[config.mk]
export PLATFORM = sky130hd
export DESIGN_NAME = byte_serial_adder
export DESIGN_NICKNAME = d
export VERILOG_FILES = /design/src/rtl/adder_pkg.sv /design/src/rtl/rca8.sv /design/src/rtl/byte_serial_adder.sv
export SDC_FILE = /design/constraint.sdc
export NUM_CORES = 1
export LEC_CHECK = 0
export ABC_AREA = 1
export CAP_MARGIN = 20
export CORE_ASPECT_RATIO = 0.75
export CORE_MARGIN = 4
export CORE_UTILIZATION = 51
export CTS_CLUSTER_SIZE = 40
export DETAILED_ROUTE_END_ITERATION = 8
export PLACE_DENSITY = 0.81
export SYNTH_ARGS = -nofsm -noshare
export SYNTH_HDL_FRONTEND = slang
export SYNTH_HIERARCHICAL = 1
export SYNTH_SLANG_ARGS = --single-unit
export TNS_END_PERCENT = 30
[constraint.sdc]
create_clock -name clk -period 3.6 [get_ports clk]
set_input_delay 0.54 -clock clk [delete_from_list [all_inputs] [get_ports clk]]
set_output_delay 0.54 -clock clk [all_outputs]
set_load 0.01 [all_outputs]
[src/rtl/adder_pkg.sv]
// Shared definitions for the byte-serial adder datapath.
package adder_pkg;

    localparam int unsigned BYTE_W = 8;

    typedef enum logic [1:0] {
        IDLE,
        RUN,
        DONE
    } bsa_state_t;

endpackage

[src/rtl/rca8.sv]
// 8-bit ripple-carry adder slice used one byte at a time by the serial adder.
module rca8
    import adder_pkg::*;
(
    input  logic [BYTE_W-1:0] a,
    input  logic [BYTE_W-1:0] b,
    input  logic              cin,
    output logic [BYTE_W-1:0] sum,
    output logic              cout
);

    logic [BYTE_W:0] full;

    assign full = {1'b0, a} + {1'b0, b} + {{BYTE_W{1'b0}}, cin};
    assign sum  = full[BYTE_W-1:0];
    assign cout = full[BYTE_W];

endmodule

[src/rtl/byte_serial_adder.sv]
// Multi-byte adder: one RCA8 pass per cycle, LSB first, with carry held in a register
// between bytes and valid/ready handshakes on both sides.
module byte_serial_adder
    import adder_pkg::*;
#(
    parameter int unsigned NBYTES = 4
) (
    input  logic                     clk,
    input  logic                     rst_n,
    input  logic                     in_valid,
    output logic                     in_ready,
    input  logic [BYTE_W*NBYTES-1:0] a_in,
    input  logic [BYTE_W*NBYTES-1:0] b_in,
    input  logic                     cin,
    output logic                     out_valid,
    input  logic                     out_ready,
    output logic [BYTE_W*NBYTES-1:0] sum_out,
    output logic                     cout_out,
    output logic                     ovf_out
);

    localparam int unsigned W  = BYTE_W * NBYTES;
    localparam int unsigned IW = (NBYTES > 1) ? $clog2(NBYTES) : 1;
    localparam logic [IW-1:0] LAST_IDX = IW'(NBYTES - 1);

    bsa_state_t    state_q, state_d;
    logic [IW-1:0] idx_q, idx_d;
    logic          carry_q, carry_d;
    logic [W-1:0]  a_q, a_d;
    logic [W-1:0]  b_q, b_d;
    logic [W-1:0]  sum_q, sum_d;
    logic          cout_q, cout_d;
    logic          ovf_q, ovf_d;

    logic [BYTE_W-1:0] rca_a;
    logic [BYTE_W-1:0] rca_b;
    logic [BYTE_W-1:0] rca_sum;
    logic              rca_cout;

    assign rca_a = a_q[idx_q*BYTE_W +: BYTE_W];
    assign rca_b = b_q[idx_q*BYTE_W +: BYTE_W];

    rca8 u_rca8 (
        .a    (rca_a),
        .b    (rca_b),
        .cin  (carry_q),
        .sum  (rca_sum),
        .cout (rca_cout)
    );

    always_comb begin
        state_d = state_q;
        idx_d   = idx_q;
        carry_d = carry_q;
        a_d     = a_q;
        b_d     = b_q;
        sum_d   = sum_q;
        cout_d  = cout_q;
        ovf_d   = ovf_q;

        unique case (state_q)
            IDLE: begin
                if (in_valid) begin
                    state_d = RUN;
                    a_d     = a_in;
                    b_d     = b_in;
                    carry_d = cin;
                    idx_d   = '0;
                end
            end
            RUN: begin
                sum_d[idx_q*BYTE_W +: BYTE_W] = rca_sum;
                carry_d = rca_cout;
                if (idx_q == LAST_IDX) begin
                    state_d = DONE;
                    idx_d   = '0;
                    cout_d  = rca_cout;
                    // Top byte of the sum is only now known, so take its MSB from the adder.
                    ovf_d   = (a_q[W-1] == b_q[W-1]) && (rca_sum[BYTE_W-1] != a_q[W-1]);
                end else begin
                    idx_d = idx_q + 1'b1;
                end
            end
            DONE: begin
                if (out_ready) begin
                    state_d = IDLE;
                end
            end
            default: state_d = IDLE;
        endcase
    end

    always_ff @(posedge clk) begin
        if (!rst_n) begin
            state_q <= IDLE;
            idx_q   <= '0;
            carry_q <= 1'b0;
            a_q     <= '0;
            b_q     <= '0;
            sum_q   <= '0;
            cout_q  <= 1'b0;
            ovf_q   <= 1'b0;
        end else begin
            state_q <= state_d;
            idx_q   <= idx_d;
            carry_q <= carry_d;
            a_q     <= a_d;
            b_q     <= b_d;
            sum_q   <= sum_d;
            cout_q  <= cout_d;
            ovf_q   <= ovf_d;
        end
    end

    assign in_ready  = (state_q == IDLE);
    assign out_valid = (state_q == DONE);
    assign sum_out   = sum_q;
    assign cout_out  = cout_q;
    assign ovf_out   = ovf_q;

endmodule

=== Word level (Yosys, flattened, before mapping) ===
Cells that the tools add are included.

* Bitwise logic cells: 0
* Reduce and logical (&&, ||, !) cells: 7
* Order comparisons: 0
* Shift-type cells: 4
* Divide/modulo/power cells: 0
* Eq/ne operators: 8
* Multipliers: 0
* Mux-type cells: 10
* Add/sub/neg operators: 4

{| class="wikitable"
|+ Operator list
! operator !! number
|-
| 32-bit by 6-bit variable part select with 8-bit output || 2
|-
| 5-bit negator with 34-bit output || 1
|-
| 8-bit by 34-bit variable shift with 32-bit output, first input constant || 1
|-
| 8-bit by 34-bit variable part select with 32-bit output || 1
|-
| 32-bit bitwise mux || 1
|-
| 2-bit 2-to-1 mux || 5
|-
| 8-bit by 8-bit adder with 9-bit output || 1
|-
| 9-bit by 1-bit adder with 9-bit output || 1
|-
| 2-bit one-hot mux with 3 select lines || 1
|-
| 2-bit AND reduction || 3
|-
| 2-bit == test, second input constant || 2
|-
| 2-bit inequality test, second input constant || 2
|-
| 2-bit one-hot mux with 2 select lines || 1
|-
| 3-bit AND reduction || 1
|-
| 2-bit by 1-bit adder with 2-bit output, second input constant || 1
|-
| 2-bit by 1-bit == test with 1-bit output, second input constant || 1
|-
| 2-bit zero test || 1
|-
| 2-bit by 1-bit inequality test with 1-bit output, second input constant || 1
|-
| 1-bit one-hot mux with 2 select lines || 1
|-
| 2-bit nonzero test || 1
|-
| 1-bit == test || 1
|-
| 1-bit logical AND || 1
|-
| 1-bit 2-to-1 mux || 1
|-
| 1-bit inequality test || 1
|}

* Output and inout port bits: 36
* Memories: 0
* Memory bits (read-only): 0
* Latch bits: 0
* RAM bits: 0
* Input bits: 69
* Register bits after elaboration: 103

=== Longest topological paths before layout ===
Gate-level depths: netlist of the first run.

* Word-level depth: 5
* Depth in mapped cells: 17
* Gate-level depth less buffers: 15

=== Modules after synthesis ===
The synthesis of the first run kept the hierarchy.

{| class="wikitable"
|+ By module, submodules not included
! module !! area each (sq um) !! sequential area each (sq um) !! times used !! cells each
|-
| byte_serial_adder || 4364.2 || 2062.0 || 1 || 592
|-
| rca8 || 351.6 || 0.0 || 1 || 59
|}

=== Worst setup path before layout of the first run ===
Ideal clock, no wire load.

* Path type: reg2reg
* Start: register idx_q[0]
* End: register sum_q[30], in the netlist sum_out[30]
* Stages on the path, launching flop included: 17
* Clock period less this slack: 2545 ps
* Data arrival time: 2475 ps
* Slack: 1055 ps
* Required time: 3530 ps
* Library setup time: 70 ps
* Cells stage by stage: dfxtp_1 -> buf_4 -> inv_2 -> clkbuf_1 -> o21ai_0 -> o22ai_1 -> fa_1 -> fa_1 -> nand2_1 -> nand2_1 -> nand3b_1 -> nand3_1 -> nand2_1 -> inv_1 -> nor3_2 -> nand2_1 -> a21oi_1

* Longest elaborated chain between the ends: 5

{| class="wikitable"
|+ RTL lines
! what !! line !! RTL
|-
| start: declaration || byte_serial_adder.sv:27 || <nowiki>logic [IW-1:0] idx_q, idx_d;</nowiki>
|-
| start signal: assignment || byte_serial_adder.sv:105 || <nowiki>idx_q <= idx_d;</nowiki>
|-
| 32-bit by 6-bit variable part select with 8-bit output || byte_serial_adder.sv:40 || <nowiki>assign rca_a = a_q[idx_q*BYTE_W +: BYTE_W];</nowiki>
|-
| net rca_a[0] || byte_serial_adder.sv:35 || <nowiki>logic [BYTE_W-1:0] rca_a;</nowiki>
|-
| 8-bit by 8-bit adder with 9-bit output || rca8.sv:14 || <nowiki>assign full = {1'b0, a} + {1'b0, b} + {{BYTE_W{1'b0}}, cin};</nowiki>
|-
| 9-bit by 1-bit adder with 9-bit output || rca8.sv:14 ||
|-
| net rca_sum[6] || byte_serial_adder.sv:37 || <nowiki>logic [BYTE_W-1:0] rca_sum;</nowiki>
|-
| 8-bit by 34-bit variable part select with 32-bit output || byte_serial_adder.sv:72 || <nowiki>sum_d[idx_q*BYTE_W +: BYTE_W] = rca_sum;</nowiki>
|-
| 32-bit bitwise mux || byte_serial_adder.sv:72 ||
|-
| end signal: assignment || byte_serial_adder.sv:109 || <nowiki>sum_q <= sum_d;</nowiki>
|-
| end: declaration || byte_serial_adder.sv:31 || <nowiki>logic [W-1:0] sum_q, sum_d;</nowiki>
|}

The timed path passes the listed nets, and every way through them passes these cells.
A chain may end at the register's enable or synchronous reset.

=== Worst setup path in the final report of the first run ===
* Start: register idx_q[0]
* End: register sum_q[14], in the netlist sum_out[14]

* Longest elaborated chain between the ends: 5

{| class="wikitable"
|+ RTL lines
! what !! line !! RTL
|-
| 32-bit by 6-bit variable part select with 8-bit output || byte_serial_adder.sv:41 || <nowiki>assign rca_b = b_q[idx_q*BYTE_W +: BYTE_W];</nowiki>
|-
| net rca_b[0] || byte_serial_adder.sv:36 || <nowiki>logic [BYTE_W-1:0] rca_b;</nowiki>
|-
| 8-bit by 8-bit adder with 9-bit output || rca8.sv:14 ||
|-
| 9-bit by 1-bit adder with 9-bit output || rca8.sv:14 ||
|-
| net rca_sum[6] || byte_serial_adder.sv:37 ||
|-
| 8-bit by 34-bit variable part select with 32-bit output || byte_serial_adder.sv:72 ||
|-
| 32-bit bitwise mux || byte_serial_adder.sv:72 ||
|}

The timed path passes the listed nets, and every way through them passes these cells.

==> impl_metrics.env, run 1 <==
export IMPL_slowest_delay_ps=620
export IMPL_combPwrFrac_pct=20.5
export IMPL_multi_input_area_mm2=0.00230
export IMPL_maxSlewHeadroom_pct=54.7
export IMPL_fp_dieH_um=91.3
export IMPL_grt_busiest_layer="met2"
export IMPL_cts_hold_buffers=0
export IMPL_min_period_over_period_pct=89.7
export IMPL_cellLeakagePower_uw=0.00238
export IMPL_syn_area_mm2=0.00472
export IMPL_root_buffer="clkbuf_16"
export IMPL_internal_power_uw=1920
export IMPL_ys_top_cells_by_count="nor2_1, dfxtp_1, nand2_1, o21ai_0, a21oi_1"
export IMPL_worst_slew_pin_slew_ps=679
export IMPL_use_met3_pct=5.04
export IMPL_cts_made_buffers=9
export IMPL_synth_edf_count=0
export IMPL_critPathKind="reg2reg"
export IMPL_yosysWarnings=6
export IMPL_cts_resized=0
export IMPL_syn_num_nets=734
export IMPL_synth_seq_cells=103
export IMPL_track_usage_pct=22.7
export IMPL_core_mm2=0.00905
export IMPL_h_tree_depth=3
export IMPL_hold_viol=0
export IMPL_clk_path_buf_depth=2
export IMPL_cts_setup_buffers=0
export IMPL_maxClockFrequency_mhz=310
export IMPL_synthArstFlopShare_pct=0
export IMPL_setup_slack_ps=370
export IMPL_final_cells=867
export IMPL_hp_class="reg2reg"
export IMPL_dp_hpwl_um=8910
export IMPL_slowest_stage="dfxtp_1"
export IMPL_start_util_pct=52.1
export IMPL_dp_cells=850
export IMPL_wirelength_um=12300
export IMPL_grt_first_pass_wirelength_um=20300
export IMPL_grt_overflow=0
export IMPL_vias_per_cell=5.28
export IMPL_synth_area_leader_cell="dfxtp_1"
export IMPL_synth_ff_type="dfxtp_1"
export IMPL_crit_top_cell="nand2_1"
export IMPL_cp_required_ps=3880
export IMPL_drt_iter0_drc=417
export IMPL_vias=4578
export IMPL_io_pins=105
export IMPL_area_growth_pct=28.1
export IMPL_routedWlPerCell_um=14.1
export IMPL_seq_area_frac_synth_pct=43.7
export IMPL_grt_pass1_vias=4260
export IMPL_critical_path_arrival_ps=3510
export IMPL_synth_distinct_cells=31
export IMPL_grt_met2_usage_pct=35.8
export IMPL_pwr_share_clk_pct=33.7
export IMPL_synth_most_common_cell="nor2_1"
export IMPL_portBuffers=104
export IMPL_dieArea_mm2=0.0109
export IMPL_nets=817
export IMPL_rows=30
export IMPL_grt_max_degree=69
export IMPL_synth_area_top_cells="dfxtp_1, nor2_1, nand2_1"
export IMPL_antenna_cells=0
export IMPL_finalSetupViolations=0
export IMPL_power_density_mw_per_mm2=455
export IMPL_worstPathCellList="inv_2, o21ai_0, o22ai_1, fa_1, fa_1, nand2_1, nand2_1, nand3b_1, nand3_1, nand2_1, inv_1, nor3_2, nand2_1, a21oi_1"
export IMPL_cts_tree="done"
export IMPL_place_ws_ps=469
export IMPL_regArea_mm2=0.00206
export IMPL_drt_first_pass_iters=6
export IMPL_clkSlewWorstSetupHoldPaths_ps=70
export IMPL_fillers=740
export IMPL_rsz0062_at_grt="no"
export IMPL_antenna_found_initial=0
export IMPL_ir_worst_vdd_uv=264
export IMPL_slew_violations=0
export IMPL_yosys_area_top_type_share_pct=43.7
export IMPL_drc_errors=0
export IMPL_maxCapViolCount=0
export IMPL_layout_drive_gt1_share_pct=5.95
export IMPL_min_period_ps=3230
export IMPL_synth_cells=651
export IMPL_end_kind="flip-flop"
export IMPL_die_w_um=119
export IMPL_hold_slack_ps=464
export IMPL_cts_sinks=103
export IMPL_seqPwrFrac_pct=45.9
export IMPL_status="completed"
export IMPL_detail_route_antenna_nets=0
export IMPL_grt_util_met1_pct=30.9
export IMPL_worstPathMaxFanout=35
export IMPL_gp_congestion=0.871
export IMPL_clk_insertion_delay_late_ps=340
export IMPL_syn_area_per_cell_um2=7.24
export IMPL_startpoint_type="flip-flop"
export IMPL_fin_setup_tns_ps=0
export IMPL_switching_power_uw=830
export IMPL_totalPowerFinal_uw=2750
export IMPL_p_sw_share_pct=30.2
export IMPL_clock_skew_ps=6.84
==> cell type report <==
class | instances | area share [%]
Clock buffer | 9 | 3.73
Clock inverter | 7 | 0.891
Inverter | 33 | 2.07
Multi-Input combinational cell | 476 | 38.2
Sequential cell | 103 | 34.1
Tap cell | 128 | 2.65
Timing Repair Buffer | 111 | 18.4
==> critical path, delay by kind of cell (launching register included) <==
kind / cells / cell delay, ps
AND/OR/NAND/NOR: 7 / 660
adder cells (fa/ha/maj): 2 / 860
AO/OA/AOI/OAI: 3 / 600
buffers and inverters: 2 / 420
flip-flops: 1 / 620
==> cell usage in the layout, fill, tap and decap left out, types with 2 or more instances in the layout <==
cell,Yosys,routed
a21oi_1,43,43
buf_4,7,6
clkbuf_16,0,9
clkdlybuf4s50_1,0,103
clkinv_2,1,2
clkinvlp_4,0,3
dfxtp_1,103,103
fa_1,2,2
ha_1,12,12
inv_1,30,30
inv_2,2,2
inv_6,0,3
nand2_1,94,94
nand3_1,11,11
nand3_2,4,4
nand4_1,8,8
nor2_1,168,168
nor2_4,4,4
nor3_1,2,2
nor3_2,6,6
o21ai_0,67,67
o21ai_1,30,30
o22ai_1,16,16
xor2_1,2,2
==> metrics by stage <==
| stage | cell area, um^2 | utilization, % |
|---|---|---|
| after floorplan | 4720 | - |
| after global placement | 5730 | 63.4 |
| after detailed placement | 5730 | 63.4 |
| after CTS | 6010 | 66.5 |
| after global routing | 6040 | 66.8 |
| final | 6040 | 66.8 |
==> registers in the layout (all words and copies together) (netlist names) <==
register  cells
a_q          32
b_q          32
sum_out      32
idx_q         2
state_q       2
carry_q       1
cout_out      1
ovf_out       1
==> power groups by stage <==
stage               sequential [uW]  clock [uW]  combinational, uW
global route                   1270         977                632
detailed placement             1290           0                549
CTS                            1260         927                554
floorplan                      1270           0                378
finish                         1260         924                562
global placement               1280           0                533
==> final timing paths <==
path              slack [ps]                  endpoint  cells past startpoint                     from
hold / removal           460   sum_out[3]$_SDFFE_PN0P_                      2  sum_out[3]$_SDFFE_PN0P_
setup reg to reg         370  sum_out[14]$_SDFFE_PN0P_                     14    idx_q[0]$_SDFFE_PN0P_
hold reg to reg          460   sum_out[3]$_SDFFE_PN0P_                      2  sum_out[3]$_SDFFE_PN0P_
setup / recovery         370  sum_out[14]$_SDFFE_PN0P_                     14    idx_q[0]$_SDFFE_PN0P_
==> cell families after synthesis <==
family / share of synthesized area (%)
fa+ha+maj: 4.03
buf+inv: 7.40
xor+xnor: 0.557
flops: 43.7
simple gates: 27.3
compound gates: 17.0
==> routing by layer <==
metal	part of all wire, %	routed length [um]	vias up
li1	-	-	2293
met1	46	5600	2088
met2	45	5560	174
met3	7.0	855	23
met4	1.9	232	0
met5	0	0	-
No activity file was read; power rests on OpenSTA's default activity.
==> run 2, diff against run 1 <==
--- a/config.mk
+++ b/config.mk
@@ -12,7 +12,7 @@
 export CORE_UTILIZATION = 51
 export CTS_CLUSTER_SIZE = 40
 export DETAILED_ROUTE_END_ITERATION = 8
-export PLACE_DENSITY = 0.81
+export PLACE_DENSITY_LB_ADDON = 0.1
 export SYNTH_ARGS = -nofsm -noshare
 export SYNTH_HDL_FRONTEND = slang
 export SYNTH_HIERARCHICAL = 1
==> impl_metrics.env, run 2 (synthesis gave the netlist of run 1 again) <==
export IMPL_portBuffers=104
export IMPL_r2r_setup_slack_ps=710
export IMPL_area_growth_pct=28.3
export IMPL_maxClockFrequency_mhz=346
export IMPL_layout_commonest_cell="nor2_1"
export IMPL_cts_setup_buffers=0
export IMPL_drc_errors=0
export IMPL_antenna_cells=0
export IMPL_root_buffer="clkbuf_16"
export IMPL_layout_common_cells="nor2_1, dfxtp_1, clkdlybuf4s50_1"
export IMPL_r2r_start="idx_q[0]$_SDFFE_PN0P_"
export IMPL_maxCapViolCount=0
export IMPL_clock_skew_ps=6.77
export IMPL_startpoint_type="flip-flop"
export IMPL_grt_first_pass_wirelength_um=20300
export IMPL_grt_overflow=0
export IMPL_slowest_stage="fa_1"
export IMPL_nets=818
export IMPL_status="completed"
export IMPL_wirelength_um=12500
export IMPL_antenna_found_initial=0
export IMPL_worstPathMaxFanout=32
export IMPL_endpoint="sum_out[28]$_SDFFE_PN0P_"
export IMPL_drt_iter0_drc=348
export IMPL_vias=4540
export IMPL_slowest_delay_ps=470
export IMPL_min_period_ps=2890
export IMPL_clkSlewWorstSetupHoldPaths_ps=70
export IMPL_grt_max_degree=69
export IMPL_worstPathCellList="inv_2, o21ai_0, o22ai_1, fa_1, fa_1, nand2_1, nand2_1, nand2_1, xnor2_1, inv_1, nor3_2, nand2_1, a21oi_1"
export IMPL_cellLeakagePower_uw=0.00239
export IMPL_fp_dieH_um=91.3
export IMPL_fillers=791
export IMPL_pwr_share_clk_pct=33.6
export IMPL_clk_path_buf_depth=2
export IMPL_grt_pass1_vias=4212
export IMPL_p_sw_share_pct=29.2
export IMPL_min_period_over_period_pct=80.2
export IMPL_routedWlPerCell_um=14.4
export IMPL_critPathKind="reg2reg"
export IMPL_ir_worst_vdd_uv=259
export IMPL_io_pins=105
export IMPL_switching_power_uw=803
export IMPL_die_w_um=119
export IMPL_gp_congestion=0.888
export IMPL_seqPwrFrac_pct=45.9
export IMPL_critical_path_arrival_ps=3160
export IMPL_finalSetupViolations=0
export IMPL_combPwrFrac_pct=20.5
export IMPL_vias_per_cell=5.23
export IMPL_slew_violations=0
export IMPL_dieArea_mm2=0.0109
export IMPL_layout_drive_gt1_share_pct=6.08
export IMPL_r2r_end="sum_out[28]$_SDFFE_PN0P_"
export IMPL_dp_hpwl_um=9260
export IMPL_track_usage_pct=23.0
export IMPL_internal_power_uw=1950
export IMPL_drt_first_pass_iters=5
export IMPL_detail_route_antenna_nets=0
export IMPL_rows=30
export IMPL_cts_sinks=103
export IMPL_hold_viol=0
export IMPL_startpoint="idx_q[0]$_SDFFE_PN0P_"
export IMPL_cp_required_ps=3870
export IMPL_end_kind="flip-flop"
export IMPL_cts_tree="done"
export IMPL_maxSlewHeadroom_pct=51.8
export IMPL_start_util_pct=52.1
export IMPL_hp_class="reg2reg"
export IMPL_clk_insertion_delay_late_ps=350
export IMPL_totalPowerFinal_uw=2750
export IMPL_worstRegToRegCells=13
export IMPL_fin_setup_tns_ps=0
export IMPL_power_density_mw_per_mm2=455
export IMPL_crit_top_cell="nand2_1"
export IMPL_h_tree_depth=3
export IMPL_cts_resized=0
export IMPL_rsz0062_at_grt="no"
export IMPL_cts_made_buffers=9
export IMPL_cts_hold_buffers=0
export IMPL_core_mm2=0.00905
export IMPL_worst_slew_pin_slew_ps=723
run 2: cell types whose count changed in the layout (fill, tap and decap cells not counted):
cell / previous run / this run
clkbuf_8: 0 / 2
clkinv_2: 2 / 4
inv_6: 3 / 1
clkinvlp_4: 3 / 1
buf_4: 6 / 7
run 2: worst min-delay path by stage:
stage,end,slack [ps],cells past startpoint,startpoint
finish,sum_out[29]$_SDFFE_PN0P_,460,2,sum_out[29]$_SDFFE_PN0P_
global route,sum_out[16]$_SDFFE_PN0P_,480,2,sum_out[16]$_SDFFE_PN0P_
CTS,sum_out[6]$_SDFFE_PN0P_,470,2,sum_out[6]$_SDFFE_PN0P_
detailed placement,sum_out[6]$_SDFFE_PN0P_,460,2,sum_out[6]$_SDFFE_PN0P_
global placement,sum_out[10]$_SDFFE_PN0P_,460,2,sum_out[10]$_SDFFE_PN0P_
floorplan,b_q[19]$_SDFFE_PN0P_,450,2,b_q[19]$_SDFFE_PN0P_
run 2: cell type report:
class / count / area [um^2] / area share, %
clock inverters: 5 / 31.3 / 0.517
inverters: 33 / 125 / 2.07
flip-flops and latches: 103 / 2060 / 34.1
multi-input cells: 476 / 2300 / 38.1
well taps: 128 / 160 / 2.65
clock buffers: 11 / 253 / 4.18
repair buffers: 112 / 1120 / 18.4
run 2: through the flow:
step	area, um^2	hold slack [ps]	util (%)	cells	setup WS, ps
after detailed placement	5740	457	63.5	851	772
after CTS	6020	467	66.6	867	760
final	6050	464	66.9	868	712
after global placement	5740	455	63.5	851	913
after floorplan	4720	449	-	651	1050
after global routing	6050	482	66.9	868	503
run 2: critical path, delay by kind of cell, from the launching register on:
kind / cells / cell delay, ps
compound gates: 3 / 510
xor+xnor: 1 / 150
fa+ha+maj: 2 / 900
buf+inv: 2 / 330
flops: 1 / 450
simple gates: 5 / 490
run 2: power groups by stage:
| stage | registers (uW) | clock network (uW) | logic (uW) |
|---|---|---|---|
| finish | 1260 | 924 | 564 |
| floorplan | 1270 | 0 | 378 |
| global route | 1270 | 977 | 631 |
| detailed placement | 1290 | 0 | 550 |
| global placement | 1290 | 0 | 537 |
| CTS | 1260 | 934 | 554 |
run 2: per-layer routing:
| metal | track usage, % | vias up | share of wire (%) |
|---|---|---|---|
| met3 | 5.48 | 26 | 6.3 |
| met1 | 32.6 | 2064 | 48 |
| met2 | 34.1 | 155 | 43 |
| met4 | 8.00 | 0 | 2.1 |
| li1 | - | 2295 | - |
| met5 | 0 | - | 0 |
